==> config.mk <==
export PLATFORM = sky130hd
export DESIGN_NAME = gpio_regs
export DESIGN_NICKNAME = d
export VERILOG_FILES = /design/src/rtl/gpio_pkg.sv /design/src/rtl/gpio_sync.sv /design/src/rtl/gpio_regs.sv
export SDC_FILE = /design/constraint.sdc
export NUM_CORES = 1
export LEC_CHECK = 0
export CORE_MARGIN = 3
export CORE_UTILIZATION = 54
export CTS_CLUSTER_DIAMETER = 40
export DETAILED_ROUTE_END_ITERATION = 10
export PLACE_DENSITY = 0.8
export SYNTH_ARGS = -nofsm -noshare
export SYNTH_HDL_FRONTEND = slang
export SYNTH_SLANG_ARGS = --single-unit
==> constraint.sdc <==
create_clock -name clk -period 3 [get_ports clk]
set_clock_uncertainty 0.2 [all_clocks]
set_input_delay 0.6 -clock clk [delete_from_list [all_inputs] [get_ports clk]]
set_output_delay 0.6 -clock clk [all_outputs]
set_load 0.02 [all_outputs]
==> src/rtl/gpio_pkg.sv <==
// Shared definitions for the GPIO register slave: register offsets, reset value, bus FSM states.
package gpio_pkg;

    localparam int unsigned GPIO_DIR     = 0;
    localparam int unsigned GPIO_OUT     = 1;
    localparam int unsigned GPIO_IN      = 2;
    localparam int unsigned GPIO_IE      = 3;
    localparam int unsigned GPIO_POL     = 4;
    localparam int unsigned GPIO_ISR     = 5;
    localparam int unsigned GPIO_OUT_SET = 6;
    localparam int unsigned GPIO_OUT_CLR = 7;

    localparam logic [7:0] GPIO_RST_VAL = 8'h00;

    typedef enum logic {
        StIdle,
        StAck
    } bus_state_e;

endpackage

==> src/rtl/gpio_sync.sv <==
// Input synchroniser for the GPIO read-back byte with a prev stage, warm-up gate and
// polarity-qualified edge detection.
module gpio_sync
    import gpio_pkg::*;
#(
    parameter int unsigned DATA_W      = 8,
    parameter int unsigned SYNC_STAGES = 2
) (
    input  logic              clk,
    input  logic              rst,
    input  logic [DATA_W-1:0] port_in,
    input  logic [DATA_W-1:0] pol,
    output logic [DATA_W-1:0] in_sync,
    output logic [DATA_W-1:0] edge_vec
);

    // Warm-up length is SYNC_STAGES+1, saturated to what the 2-bit counter can hold.
    localparam int unsigned WarmLen  = (SYNC_STAGES + 1 > 3) ? 3 : SYNC_STAGES + 1;
    localparam logic [1:0]  WarmDone = 2'(WarmLen);

    logic [SYNC_STAGES-1:0][DATA_W-1:0] sync_q, sync_d;
    logic [DATA_W-1:0]                  prev_q, prev_d;
    logic [1:0]                         warm_q, warm_d;
    logic [DATA_W-1:0]                  rise, fall;

    always_comb begin
        sync_d    = sync_q;
        sync_d[0] = port_in;
        for (int i = 1; i < SYNC_STAGES; i++) begin
            sync_d[i] = sync_q[i-1];
        end
        in_sync  = sync_q[SYNC_STAGES-1];
        prev_d   = in_sync;
        warm_d   = (warm_q == WarmDone) ? warm_q : warm_q + 2'd1;
        rise     = in_sync & ~prev_q;
        fall     = ~in_sync & prev_q;
        edge_vec = (warm_q == WarmDone) ? ((rise & ~pol) | (fall & pol)) : '0;
    end

    always_ff @(posedge clk or posedge rst) begin
        if (rst) begin
            sync_q <= '0;
            prev_q <= '0;
            warm_q <= 2'd0;
        end else begin
            sync_q <= sync_d;
            prev_q <= prev_d;
            warm_q <= warm_d;
        end
    end

endmodule

==> src/rtl/gpio_regs.sv <==
// GPIO register slave: bus FSM, direction/output/IE/POL registers, sticky edge status
// with write-1-to-clear, read mux and registered level interrupt.
module gpio_regs
    import gpio_pkg::*;
#(
    parameter int unsigned DATA_W      = 8,
    parameter int unsigned ADDR_W      = 3,
    parameter int unsigned SYNC_STAGES = 2
) (
    input  logic              clk,
    input  logic              rst,
    input  logic              bus_sel,
    input  logic              bus_we,
    input  logic [ADDR_W-1:0] bus_addr,
    input  logic [DATA_W-1:0] bus_wdata,
    output logic [DATA_W-1:0] bus_rdata,
    output logic              bus_ack,
    output logic [DATA_W-1:0] port_dir,
    output logic [DATA_W-1:0] port_out,
    input  logic [DATA_W-1:0] port_in,
    output logic              irq
);

    localparam logic [DATA_W-1:0] RstVal = DATA_W'(GPIO_RST_VAL);

    bus_state_e        state_q, state_d;
    logic [DATA_W-1:0] dir_q, dir_d, out_q, out_d, ie_q, ie_d, pol_q, pol_d;
    logic [DATA_W-1:0] isr_q, isr_d, rdata_q, rdata_d;
    logic              irq_q, irq_d;
    logic [DATA_W-1:0] in_sync, edge_vec, rd_val;
    logic [31:0]       addr_idx;

    gpio_sync #(
        .DATA_W     (DATA_W),
        .SYNC_STAGES(SYNC_STAGES)
    ) u_sync (
        .clk     (clk),
        .rst     (rst),
        .port_in (port_in),
        .pol     (pol_q),
        .in_sync (in_sync),
        .edge_vec(edge_vec)
    );

    always_comb begin
        addr_idx = 32'(bus_addr);
        case (addr_idx)
            GPIO_DIR: rd_val = dir_q;
            GPIO_OUT: rd_val = out_q;
            GPIO_IN:  rd_val = in_sync;
            GPIO_IE:  rd_val = ie_q;
            GPIO_POL: rd_val = pol_q;
            GPIO_ISR: rd_val = isr_q;
            default:  rd_val = '0;
        endcase
    end

    always_comb begin
        state_d = state_q;
        rdata_d = '0;
        dir_d   = dir_q;
        out_d   = out_q;
        ie_d    = ie_q;
        pol_d   = pol_q;
        isr_d   = isr_q;
        unique case (state_q)
            StIdle: begin
                if (bus_sel) begin
                    state_d = StAck;
                    if (bus_we) begin
                        case (addr_idx)
                            GPIO_DIR:     dir_d = bus_wdata;
                            GPIO_OUT:     out_d = bus_wdata;
                            GPIO_IE:      ie_d  = bus_wdata;
                            GPIO_POL:     pol_d = bus_wdata;
                            GPIO_ISR:     isr_d = isr_q & ~bus_wdata;
                            GPIO_OUT_SET: out_d = out_q | bus_wdata;
                            GPIO_OUT_CLR: out_d = out_q & ~bus_wdata;
                            default:      ;
                        endcase
                    end else begin
                        rdata_d = rd_val;
                    end
                end
            end
            StAck: state_d = StIdle;
            default: state_d = StIdle;
        endcase
        // Applied after the W1C so a coincident edge is never lost.
        isr_d = isr_d | edge_vec;
        irq_d = |(isr_q & ie_q);
    end

    always_ff @(posedge clk or posedge rst) begin
        if (rst) begin
            state_q <= StIdle;
            rdata_q <= '0;
            dir_q   <= RstVal;
            out_q   <= RstVal;
            ie_q    <= RstVal;
            pol_q   <= RstVal;
            isr_q   <= RstVal;
            irq_q   <= 1'b0;
        end else begin
            state_q <= state_d;
            rdata_q <= rdata_d;
            dir_q   <= dir_d;
            out_q   <= out_d;
            ie_q    <= ie_d;
            pol_q   <= pol_d;
            isr_q   <= isr_d;
            irq_q   <= irq_d;
        end
    end

    assign bus_ack   = (state_q == StAck);
    assign bus_rdata = rdata_q;
    assign port_dir  = dir_q;
    assign port_out  = out_q;
    assign irq       = irq_q;

endmodule

==> results.md <==
- Register area share after synthesis: 0.572
- Slew HR: 0.631
- DR pass1 iterations: 5
- Post-synth cell types: 37
- CP peak stage delay: 0.60 ns
- Max FO, Critical Path: 8
- Maximum clock rate: 414 MHz
- Syn Nets: 285
- RSZ-0062 raised after global routing: false
- Setup TNS: 0 ns
- All-Layer GR Usage: 0.229
- Post-synth EDFFs: 0
- Yosys Warn Count: 0
- FFs w/ async S/R, synth: 1.00
- Peak VDD IR: 0.000288 V
- Worst-path clk slew: 0.08 ns
- Die Ht: 84.5 µm
- Min cycle time layout: 2.41 ns
- # hold bufs at CTS: 0
- Core ar.: 5740 µm²
- Setup violators final: 0
- Antenna Nets Post-Route: 0
- Nets: 340
- Share of the synthesized area in the top cell type: 0.572
- Cell Rows: 27
- Clock buffer count from CTS: 9
- Final Hold Viols: 0
- Vias: 2290
- # resized after CTS: 0
- CTS tree: built
- Worst path cell trace: clkdlybuf4s50_1 > nand2b_1 > or3_1 > a21oi_2 > a211oi_1
- CP top delay family: simple AND/OR/NAND/NOR gates
- Placed instance area: 3890 µm²
- Critical path type: primary input to flip-flop
- Synthesized area per cell: 12.7 µm²
- Hpwl dp: 5090 µm
- Clock latency at the later pin of the worst-skew pair: 0.35 ns
- Vias per cell: 5.83
- Layout cell share with drive strength beyond 1: 0.162
- Slowest cell on crit path: or3_1
- Total wire length: 7550 µm
- Seq cells post-synth: 76
- Initial Util: 0.579
- Post-route DRC violation count: 0
- Status: finished, final reports clean
- Routed len/inst: 19.2 µm
- Register Area: 1900 µm²
- Initial antenna violation count: 0
- Biggest area consumer among synthesized cells: dfrtp_1
- # Post-CTS Setup Buffers: 0
- Largest net degree at the start of global routing: 77
- Layout area overhead: 22.8%
- Post-Synth Adder-Cell Area: 0.00376
- Hold Crit Start: u_sync.sync_d[13]
- P_leak: 1.74 nW
- Largest family of logic cells by synthesized area: multiplexers
- Post-Syn Area: 3330 µm²
- # IOs: 49
- Initial DRC Count: 169
- Tcrit/Tclk final: 0.804
- Critical Path Source: bus_addr[2]
- Compound-Gate Fraction of Synth Area: 0.120
- Synth Area in Simple Gates: 0.108
- Port Buf Inserts: 48
- Vias in the first global route: 2379
- Max Cap Violations: 0
- Worst path arrival time: 2.43 ns
- Crit end category: flip-flop
- Final Max Slew Viols: 0
- P per Cell Area: 598 nW/µm²
- ANT cells: 0
- Worst Max-Slew Pin Slew: 0.554 ns
- Die Area: 7140 µm²
- Fin util: 0.711
- GRT overflow: 0
- Final GP Congestion: 0.838
- Xor/xnor share of the synthesized area: 0.00263
- Top_reg_cell synth: dfrtp_1
- Root Driver: clkbuf_8
- Final hold slack: 0.144 ns
- Worst hold-check path type: flip-flop to flip-flop
- Max clock buf depth: 2
- Buffers and inverters on the worst path: 1
- FF-to-FF Start: bus_ack
- CTS Sinks: 76
- Die W: 84.5 µm
- First-pass GRT wire length: 12500 µm
- Setup crit start kind: primary input
- Multiplexer share of the synthesized area: 0.168
- Area of the multi-input gates: 1340 µm²
- Finished Cell Area: 4080 µm²
- H-tree Lvls: 3
- Fill count: 433
- Critical Path RT: 3.02 ns
- Ranking of synthesized cells by area: dfrtp_1 (57%), mux2_1 (5.4%), mux4_2 (4.7%)
- Mapped Cells: 261
[logic make-up after synthesis]
kind of cell,Yosys count
multiplexers,41
flip-flops,76
buffers and inverters,14
adder cells (fa/ha/maj),1
AO/OA/AOI/OAI,55
XOR/XNOR,1
AND/OR/NAND/NOR,73
[registers in the layout, summed over array words and instances (netlist names)]
register,cells
bus_rdata,8
ie_q,8
isr_q,8
pol_q,8
port_dir,8
port_out,8
u_sync.in_sync,8
u_sync.prev_q,8
u_sync.sync_d,8
u_sync.warm_q,2
bus_ack,1
irq,1
[stage by stage]
step / std cells / worst slack, ns / power [W]
2_1_floorplan: 261 / 0.262 / 0.00149
3_3_place_gp: 377 / 0.318 / 0.00166
3_5_place_dp: 377 / 0.284 / 0.00169
4_1_cts: 393 / 0.640 / 0.00246
5_1_grt: 393 / 0.553 / 0.00255
6_report: 393 / 0.587 / 0.00244
[routing by layer]
layer,track usage,part of all wire,wire length [µm],vias up
li1,-,-,-,1046
met4,0.0863,0.0099,75,0
met3,0.0422,0.071,535,6
met1,0.323,0.42,3190,1143
met2,0.358,0.50,3750,95
met5,0,0,0,-
[cell type report]
cell class	instances	share of cell area
Inverter	3	0.00276
Multi-Input combinational cell	171	0.328
Timing Repair Buffer	55	0.134
Clock buffer	12	0.0355
Clock inverter	4	0.0119
Sequential cell	76	0.466
Tap cell	72	0.0221
[path summary, 6_finish.rpt]
kind,end,slack (ns),cells after the start
min reg2reg,u_sync.in_sync[5],0.14,0
max in group asynchronous,bus_ack,1.83,3
max reg2reg,port_dir[6],1.09,4
max,port_out[6],0.59,5
min,u_sync.in_sync[5],0.14,0
min in group asynchronous,bus_rdata[5],0.46,3
[where the power goes]
part	internal, W	total [W]	switching (W)
combinational	0.000234	0.000436	0.000203
clock	0.000406	0.000774	0.000368
sequential	0.00113	0.00123	0.0000985
total	0.00177	0.00244	0.000669
[layout by cell type (no fill, tap or decap), types with 2 or more instances in the layout]
cell	Yosys	routed
buf_4	3	6
nand2_1	27	27
and3_1	2	2
mux2i_1	9	9
nand3b_1	2	2
a21oi_2	9	9
o21ai_0	8	8
nor2_1	30	30
clkinv_2	0	2
a22o_1	8	8
clkbuf_8	0	10
inv_1	3	2
nand2b_1	4	4
mux2_1	16	16
mux4_2	7	7
clkbuf_1	1	2
a21oi_1	8	8
a211oi_1	8	8
mux2_4	8	8
clkdlybuf4s50_1	0	48
a22oi_1	4	4
dfrtp_1	76	76
o2bb2ai_1	7	7
[cells in the mapped netlist (2+ instances only)]
library cell  count
a22oi_1           4
o2bb2ai_1         7
a21oi_1           8
dfrtp_1          76
o21ai_0           8
buf_1             2
nand2_1          27
mux2_4            8
mux4_2            7
mux2_1           16
buf_6             2
buf_2             3
a211oi_1          8
nand3b_1          2
buf_4             3
inv_1             3
nand2b_1          4
mux2i_1           9
a22o_1            8
and3_1            2
nor2_1           30
a21oi_2           9
No activity file was read; power rests on OpenSTA's default activity.
